$ cat src/rtl/btb_pkg.sv
// rtl/btb_pkg.sv - shared BTB widths, way field layout, FSM encodings and helpers
package btb_pkg;

    localparam int IDX_W    = 3;
    localparam int TAG_W    = 27;
    localparam int TGT_W    = 32;
    localparam int WAY_W    = 64;
    localparam int SET_W    = 2 * WAY_W;
    localparam int WAY1_OFF = 64;
    localparam int WAY2_OFF = 0;

    localparam logic [1:0] FSM_STRONG_T  = 2'b00;
    localparam logic [1:0] FSM_WEAK_T    = 2'b01;
    localparam logic [1:0] FSM_WEAK_NT   = 2'b10;
    localparam logic [1:0] FSM_STRONG_NT = 2'b11;

    typedef struct packed {
        logic             valid;
        logic [TAG_W-1:0] tag;
        logic [TGT_W-1:0] target;
        logic [1:0]       fsm;
        logic [1:0]       rsvd;
    } way_t;

    // Both taken encodings have a clear MSB.
    function automatic logic is_taken(input logic [1:0] fsm);
        return (fsm == FSM_STRONG_T) || (fsm == FSM_WEAK_T);
    endfunction

endpackage

$ cat src/rtl/btb_way_match.sv
// rtl/btb_way_match.sv - unpack one BTB way, compare its tag, decode taken
module btb_way_match
    import btb_pkg::*;
(
    input  logic [WAY_W-1:0] way_bits,
    input  logic [TAG_W-1:0] tag,
    output logic             hit,
    output logic             taken,
    output logic [TGT_W-1:0] target
);

    way_t w;
    logic unused_rsvd;

    assign w           = way_t'(way_bits);
    assign hit         = w.valid && (w.tag == tag);
    assign taken       = is_taken(w.fsm);
    assign target      = w.target;
    assign unused_rsvd = ^w.rsvd;

endmodule

$ cat src/rtl/btb_lookup.sv
// rtl/btb_lookup.sv - two-way BTB storage, registered fetch prediction and write port
module btb_lookup
    import btb_pkg::*;
#(
    parameter int NSETS = 8,
    parameter int IDX_W = 3
) (
    input  logic               clk,
    input  logic               rst,
    input  logic               lookup_valid,
    input  logic [31:0]        lookup_pc,
    input  logic               stall,
    output logic               pred_valid,
    output logic               pred_hit,
    output logic               pred_way,
    output logic               pred_taken,
    output logic [31:0]        pred_target,
    output logic [31:0]        pred_next_pc,
    input  logic [31:0]        upd_pc,
    output logic [SET_W-1:0]   old_set,
    output logic               lru_victim,
    output logic               upd_hit1,
    output logic               upd_hit2,
    input  logic               write_en,
    input  logic [SET_W-1:0]   write_set,
    input  logic               write_alloc
);

    logic [SET_W-1:0] array_q [NSETS];
    logic [SET_W-1:0] array_d [NSETS];
    logic [NSETS-1:0] lru_q, lru_d;

    logic        pred_valid_q, pred_valid_d;
    logic        pred_hit_q, pred_hit_d;
    logic        pred_way_q, pred_way_d;
    logic        pred_taken_q, pred_taken_d;
    logic [31:0] pred_target_q, pred_target_d;
    logic [31:0] pred_next_pc_q, pred_next_pc_d;

    logic [IDX_W-1:0] lk_idx, upd_idx;
    logic [TAG_W-1:0] lk_tag, upd_tag;
    logic [SET_W-1:0] lk_set, upd_set;

    logic             lk_hit1, lk_hit2, lk_taken1, lk_taken2;
    logic [TGT_W-1:0] lk_tgt1, lk_tgt2;
    logic             lk_hit, lk_way, lk_taken;
    logic [31:0]      lk_target, lk_next_pc;

    logic             up_hit1, up_hit2;
    logic             unused_up_taken1, unused_up_taken2;
    logic [TGT_W-1:0] unused_up_tgt1, unused_up_tgt2;
    logic             unused_upd_lo;

    assign lk_idx        = lookup_pc[IDX_W+1:2];
    assign upd_idx       = upd_pc[IDX_W+1:2];
    assign lk_tag        = TAG_W'(lookup_pc >> (IDX_W + 2));
    assign upd_tag       = TAG_W'(upd_pc >> (IDX_W + 2));
    assign unused_upd_lo = ^{upd_pc[1:0], upd_pc[IDX_W+1:2]};

    // A same-index write this cycle is forwarded so fetch never sees a stale set.
    always_comb begin
        lk_set = array_q[lk_idx];
        if (write_en && (upd_idx == lk_idx)) begin
            lk_set = write_set;
        end
    end

    btb_way_match u_lk_w1 (
        .way_bits (lk_set[WAY1_OFF +: WAY_W]),
        .tag      (lk_tag),
        .hit      (lk_hit1),
        .taken    (lk_taken1),
        .target   (lk_tgt1)
    );

    btb_way_match u_lk_w2 (
        .way_bits (lk_set[WAY2_OFF +: WAY_W]),
        .tag      (lk_tag),
        .hit      (lk_hit2),
        .taken    (lk_taken2),
        .target   (lk_tgt2)
    );

    always_comb begin
        lk_hit     = lk_hit1 | lk_hit2;
        lk_way     = ~lk_hit1 & lk_hit2;
        lk_taken   = lk_hit1 ? lk_taken1 : (lk_hit2 & lk_taken2);
        lk_target  = lk_hit1 ? lk_tgt1 : (lk_hit2 ? lk_tgt2 : 32'd0);
        lk_next_pc = lk_taken ? lk_target : (lookup_pc + 32'd4);
    end

    // Write-side view is the pre-write array, deliberately unbypassed.
    assign upd_set    = array_q[upd_idx];
    assign old_set    = upd_set;
    assign lru_victim = lru_q[upd_idx];

    btb_way_match u_up_w1 (
        .way_bits (upd_set[WAY1_OFF +: WAY_W]),
        .tag      (upd_tag),
        .hit      (up_hit1),
        .taken    (unused_up_taken1),
        .target   (unused_up_tgt1)
    );

    btb_way_match u_up_w2 (
        .way_bits (upd_set[WAY2_OFF +: WAY_W]),
        .tag      (upd_tag),
        .hit      (up_hit2),
        .taken    (unused_up_taken2),
        .target   (unused_up_tgt2)
    );

    assign upd_hit1 = up_hit1;
    assign upd_hit2 = up_hit2 & ~up_hit1;

    always_comb begin
        pred_valid_d   = pred_valid_q;
        pred_hit_d     = pred_hit_q;
        pred_way_d     = pred_way_q;
        pred_taken_d   = pred_taken_q;
        pred_target_d  = pred_target_q;
        pred_next_pc_d = pred_next_pc_q;
        array_d        = array_q;
        lru_d          = lru_q;

        if (!stall) begin
            pred_valid_d = lookup_valid;
            if (lookup_valid) begin
                pred_hit_d     = lk_hit;
                pred_way_d     = lk_way;
                pred_taken_d   = lk_taken;
                pred_target_d  = lk_target;
                pred_next_pc_d = lk_next_pc;
                if (lk_hit) begin
                    lru_d[lk_idx] = ~lk_way;
                end
            end
        end

        // Applied last so an allocating write overrides a same-index hit update.
        if (write_en) begin
            array_d[upd_idx] = write_set;
            if (write_alloc) begin
                lru_d[upd_idx] = ~lru_q[upd_idx];
            end
        end
    end

    always_ff @(posedge clk) begin
        if (rst) begin
            array_q        <= '{default: '0};
            lru_q          <= '0;
            pred_valid_q   <= 1'b0;
            pred_hit_q     <= 1'b0;
            pred_way_q     <= 1'b0;
            pred_taken_q   <= 1'b0;
            pred_target_q  <= '0;
            pred_next_pc_q <= '0;
        end else begin
            array_q        <= array_d;
            lru_q          <= lru_d;
            pred_valid_q   <= pred_valid_d;
            pred_hit_q     <= pred_hit_d;
            pred_way_q     <= pred_way_d;
            pred_taken_q   <= pred_taken_d;
            pred_target_q  <= pred_target_d;
            pred_next_pc_q <= pred_next_pc_d;
        end
    end

    assign pred_valid   = pred_valid_q;
    assign pred_hit     = pred_hit_q;
    assign pred_way     = pred_way_q;
    assign pred_taken   = pred_taken_q;
    assign pred_target  = pred_target_q;
    assign pred_next_pc = pred_next_pc_q;

endmodule

$ cat config.mk
export PLATFORM = sky130hd
export DESIGN_NAME = btb_lookup
export DESIGN_NICKNAME = d
export VERILOG_FILES = /design/src/rtl/btb_pkg.sv /design/src/rtl/btb_way_match.sv /design/src/rtl/btb_lookup.sv
export SDC_FILE = /design/constraint.sdc
export NUM_CORES = 2
export LEC_CHECK = 0
export CAP_MARGIN = 10
export CORE_MARGIN = 2
export CORE_UTILIZATION = 50
export DETAILED_ROUTE_END_ITERATION = 8
export PLACE_DENSITY = 0.68
export SLEW_MARGIN = 10
export SYNTH_ARGS = -nofsm -noshare
export SYNTH_HDL_FRONTEND = slang
export SYNTH_SLANG_ARGS = --single-unit
$ cat constraint.sdc
create_clock -name clk -period 4.2 [get_ports clk]
set_input_delay 0.63 -clock clk [delete_from_list [all_inputs] [get_ports clk]]
set_output_delay 0.63 -clock clk [all_outputs]
set_load 0.05 [all_outputs]
# --- Word level (Yosys, flattened, before mapping) ---
# Index checks and enable logic that the tools add are counted.
op_classes:
  reduce_logical: 13
  eq_ne: 7
  bitwise_logic: 11
  n_mux: 27
  magnitude_cmp: 7
  add_sub_neg: 1
ops:
  columns: ["cell", "n"]
  rows:
  - ["$bwmux 1024", 1]
  - ["$bmux 128 s3", 2]
  - ["$mux 128", 6]
  - ["$demux 128 s3", 1]
  - ["$eq 27x27->1", 4]
  - ["$mux 32", 3]
  - ["$mux 8", 5]
  - ["$add 32x3->32 const B", 1]
  - ["$bwmux 8", 2]
  - ["$ge 4x4->1 const B", 2]
  - ["$logic_and 1x1->1", 8]
  - ["$lt 3x4->1 const B", 2]
  - ["$not 3->4", 2]
  - ["$demux 1 s3", 2]
  - ["$ge 3x1->1 const B", 2]
  - ["$not 1->1", 5]
  - ["$eq 2x1->1 const B", 2]
  - ["$logic_not 2->1", 2]
  - ["$lt 4x1->1 const B", 1]
  - ["$mux 1", 4]
  - ["$and 1x1->1", 3]
  - ["$bmux 1 s3", 1]
  - ["$eq 3x3->1", 1]
  - ["$logic_or 1x1->1", 2]
  - ["other kinds (2)", 2]
word_totals:
  reg_bits: 1100
  output_inout_bits: 199
  input_bits: 198
  elab_cells: 81

# --- Longest topological paths before layout ---
depth:
  ltp_word: 17
  depth_mapped: 17
  depth_no_buf: 10

# --- Hierarchy ---
# From an unflattened synthesis, not the netlist that was laid out.
hier_totals:
  cells_unflattened: 7242
  hier_area_um2: 55583.3
by_module_without_submodules:
  columns: ["module", "seq_area_each_um2", "area_each_um2", "instances", "cells_each"]
  rows:
  - ["btb_lookup", 22021.1, 53406.2, 1, 6966]
  - ["btb_way_match", 0.0, 544.3, 4, 69]

# --- Least setup slack after synthesis ---
# Ideal clock, no wire load.
synth_timing:
  path_type: "input to output"
  start: "input upd_pc[3]"
  end: "output upd_hit2"
  slack_ns: -1.246
  cell_stages: 11
  required_time_ns: 3.570
  arrival_ns: 4.816
  cell_sequence: "clkbuf_1 buf_1 buf_1 clkbuf_1 a221oi_1 o22ai_1 xnor2_1 nand4_1 nor4_1 and4_1 nor3_1"
synth_via:
  elab_chain_cells: 8
  elab_cells_between_ends: 10
synth_lines:
  columns: ["item", "line_no", "source"]
  rows:
  - ["start: declaration", "btb_lookup.sv:19", "input logic [31:0] upd_pc,"]
  - ["$not 3->4 (not written as such)", "btb_lookup.sv:93", "assign upd_set = array_q[upd_idx];"]
  - ["$bmux 128 s3", "btb_lookup.sv:93", null]
  - ["$mux 128 (not written as such) (2 in a row)", "btb_lookup.sv:93", null]
  - ["via old_set[107]", "btb_lookup.sv:20", "output logic [SET_W-1:0] old_set,"]
  - ["$eq 27x27->1", "btb_way_match.sv:16", "assign hit = w.valid && (w.tag == tag);"]
  - ["$logic_and 1x1->1", "btb_way_match.sv:16", null]
  - ["via upd_hit1", "btb_lookup.sv:22", "output logic upd_hit1,"]
  - ["$not 1->1", "btb_lookup.sv:114", "assign upd_hit2 = up_hit2 & ~up_hit1;"]
  - ["$and 1x1->1", "btb_lookup.sv:114", null]
  - ["end: declaration", "btb_lookup.sv:23", "output logic upd_hit2,"]
# The timed path passes the listed nets, and every way through them passes these cells. The select of a mux whose other input is x is not followed.

# --- Worst setup path in the final report ---
layout_timing:
  start: "input upd_pc[3]"
  end: "output upd_hit2"
layout_via:
  elab_chain_cells: 8
  elab_cells_between_ends: 10
layout_lines:
  columns: ["item", "line_no"]
  rows:
  - ["$not 3->4 (not written as such) (*)", "btb_lookup.sv:93"]
  - ["$bmux 128 s3 (*)", "btb_lookup.sv:93"]
  - ["$mux 128 (not written as such) (*) (2 in a row)", "btb_lookup.sv:93"]
  - ["$eq 27x27->1", "btb_way_match.sv:16"]
  - ["$logic_and 1x1->1", "btb_way_match.sv:16"]
  - ["$not 1->1", "btb_lookup.sv:114"]
  - ["$and 1x1->1 (*)", "btb_lookup.sv:114"]
# Every way passes the cells marked *; elsewhere a longest branch is shown, timed or not. The select of a mux whose other input is x is not followed.

==> summary.md <==
| Metric | Value |
|---|---|
| GR Util All Layers | 0.4470 |
| Syn_nets | 7,397 |
| DR WL/cell | 28.91 um |
| Post-synthesis cell type count | 93 |
| H-tree depth | 3 |
| Clock-pin transition on the worst setup and hold timing paths | 60 ps |
| # hold bufs at CTS | 0 |
| Max-slew violations | 0 |
| Number of buffers created by CTS | 118 |
| Crit path DAT | 3480 ps |
| Most common flop cell mapped by yosys | dfxtp_1 |
| Die height | 336.2 um |
| VDD IR-drop max | 323.3 uV |
| CORE AREA | 0.1092 mm2 |
| Worst Hold Class | in2reg |
| DR WL met3 | 38,630 um |
| FFs w/ async S/R, synth | 0 |
| Routed Antenna Nets | 0 |
| Critical path class | in2out |
| Multi-input logic area | approximately 0.030 mm2 |
| Drt pass-1 iters | 9 |
| Die width | 336.2 um |
| Starting density of the core | 0.5054 |
| CP Capture Type | output pin |
| Vias in the first global route | about 56,000 |
| Worst slack at placement | -367.7 ps |
| Total vias in the final route | roughly 60,000 |
| Rel. slew slack | 0.09861 |
| Die ar. | ~0.11 mm2 |
| Reg area | 0.02202 mm2 |
| Layout Cells excl Fill | just over 9,000 |
| Fill cells | about 9,500 |
| Met2 Wirelength | between 100,000 and 150,000 um |
| Clock Skews | 46.45 ps |
| Initial antenna violation count | 17 |
| CTS tree | built |
| Clock insertion delay at the later pin of the skew report | a little under 800 ps |
| RSZ-0062 raised after global routing | false |
| Core Rows | 121 |
| Clk buf depth | 3 |
| Input/output buffers | 394 |
| Post-Syn Instances | 7,198 |
| Routed metal-1 wire length | 91,810 um |
| Clk sinks | approximately 1,100 |
| Share of cells above drive strength 1 | 0.1490 |
| DRC | 0 |
| Synth Register Bits | 1,100 |
| Overflow after GRT | 0 |
| Standby leakage power | 23.68 nW |
| Worst slew pin tran | around 1300 ps |
| Highest metal layer with signal wires | met5 |
| Post-DP HPWL | roughly 170,000 um |
| First-pass GRT wire length | between 300,000 and 400,000 um |
| Hold wc startpoint | rst |
| IO Count | 397 |
| Area grow syn2layout | 23.91% |
| Cell Pwr Density | 367.8 mW/mm2 |
| Drt total wl | 261,900 um |
| Register area share after synthesis | 0.3992 |
| Status | finished, final reports clean |
| Root buf cell | clkbuf_16 |
| Final WS setup | between 80 and 90 ps |
| Largest net degree at the start of global routing | between 200 and 250 |
| Max Clk Rate | 243.1 MHz |
| Post-Syn Area | 0.05517 mm2 |
| Placed cells | just under 9,000 |
| Initial drt markers | 9,810 |
| Placer Congestion | 1.015 |
| EDFF count, synth | 0 |
| RR Startpoint | array_q[240]$_SDFFE_PP0P_ |
| Max Fanout on Critical Path | 18 |
| # Max-Cap Violations | 0 |
| Final setup vio count | 0 |
| Worst path required time | 3570 ps |
| Type of origin of the critical path | primary input |
| Hold Fails Final Rpt | 0 |
| Vias per cell | 6.666 |
| Syn avg cell area | 7.664 um2 |
| Final Power | 25.14 mW |
| Utilization after layout | 0.6263 |
| Fin crit share | 0.9793 |
| YS warnings | 0 |
| Final critical-path required period | 4113 ps |
| CP Launch Point | upd_pc[3] |
| Final #Nets | 7,677 |
==> stage by stage <==
step | hold slack [ps] | TNS [ps] | cell area, um2
after detailed placement | 446.3 | -6529 | 64350
final | 431.0 | 0 | 68360
after global placement | 441.7 | -6726 | 64350
after global routing | 433.7 | 0 | 68350
after floorplan | 436.0 | 0 | 55280
after CTS | 408.6 | 0 | 68250
==> where the power goes <==
part / internal (mW) / leakage, nW / switching [mW]
clock: 6.02 / 1.91 / 4.59
sequential: 10.7 / 8.90 / 0.208
combinational: 1.25 / 12.9 / 2.40
==> area by class of cell <==
type                    count  share of cell area
multi-input cells        5281              0.4412
flip-flops and latches   1100              0.3221
repair buffers            942              0.1502
clock buffers             177             0.05099
well taps                1476             0.02702
clock inverters            34            0.006113
inverters                  35            0.001922
diodes                     12           0.0004393
==> cell usage after synthesis, drive strengths merged (28+ instances only) <==
| cell | instances | share of area |
|---|---|---|
| nor3 | 28 | 0.0030 |
| nand2 | 2242 | 0.15 |
| dfxtp | 1100 | 0.40 |
| xnor2 | 63 | 0.010 |
| nand3 | 81 | 0.0073 |
| o22ai | 100 | 0.011 |
| a22o | 37 | 0.0059 |
| mux2 | 92 | 0.019 |
| a21oi | 1087 | 0.099 |
| nor2 | 118 | 0.0080 |
| mux2i | 120 | 0.022 |
| o21ai | 97 | 0.0088 |
| xor2 | 58 | 0.0092 |
| buf | 127 | 0.013 |
| nand4 | 121 | 0.014 |
| o221ai | 30 | 0.0048 |
| inv | 34 | 0.0023 |
| a221oi | 81 | 0.013 |
| mux4 | 92 | 0.038 |
| a22oi | 460 | 0.063 |
| clkbuf | 655 | 0.045 |
==> sequential cells by signal, indices dropped and copies added, names as in the netlist <==
name and count:
pred_taken 1, pred_next_pc 32, pred_target 32, pred_valid 1, pred_hit 1, lru_q 8
array_q 1024, pred_way 1
==> placed cells by master (no fill, tap or decap), types with 21 or more instances in the layout <==
cell type	count
nand3b_1	21
o21ai_0	81
nand2_1	2233
a22o_1	37
clkbuf_16	119
nand3_1	76
and3_1	21
o211ai_1	22
mux4_2	92
buf_12	201
clkdlybuf4s50_1	261
buf_4	472
clkbuf_8	29
nand4_1	119
mux2i_1	119
xor2_1	58
o221ai_1	28
a22oi_1	460
mux2_2	86
nor2_1	109
clkbuf_1	29
dfxtp_1	1100
inv_1	33
a21oi_1	1086
a32oi_1	24
nor3b_1	23
a221oi_1	80
xnor2_1	63
o22ai_1	99
==> critical path, stage by stage <==
cell and delay [ps]:
buf_2 110, buf_12 170, buf_6 240, mux2_2 400, a221o_1 300, a222oi_1 480
buf_4 240, xnor2_1 80, nor4_2 290, and4_4 300, nor3_4 60, buf_12 140
==> kinds of logic (layout without fill, tap and decap cells) <==
kind of cell | after synthesis | after routing | synth area share
AND/OR/NAND/NOR | 2765 | 2765 | 0.2077
AO/OA/AOI/OAI | 2090 | 2090 | 0.2356
flip-flops | 1100 | 1100 | 0.3992
buffers and inverters | 817 | 1188 | 0.05947
multiplexers | 304 | 304 | 0.07861
XOR/XNOR | 121 | 121 | 0.01921
adder cells (fa/ha/maj) | 1 | 1 | 0.0002268
other | 0 | 12 | 0
==> final timing paths <==
check             slack, ps                            to  cells after the start
hold reg to reg         450     array_q[257]$_SDFFE_PP0P_                      2
hold / removal          430  pred_target[19]$_SDFFE_PP0P_                      2
setup / recovery         90                      upd_hit2                     12
setup reg to reg        660  pred_next_pc[0]$_SDFFE_PP0P_                     11
==> layer usage <==
layer	vias to the layer above	global-route usage
met5	-	0
met3	1272	0.1408
li1	25847	-
met2	4956	0.6477
met1	28288	0.5575
met4	14	0.3275
==> repair_timing <==
action                                  4_1_cts  5_1_grt
pin swaps                                     0        8
endpoints found under the setup margin        1        2
resized for setup                             1        8
buffers inserted                              0        5
cloned                                        0        0
(Power assumes the default switching activity.)
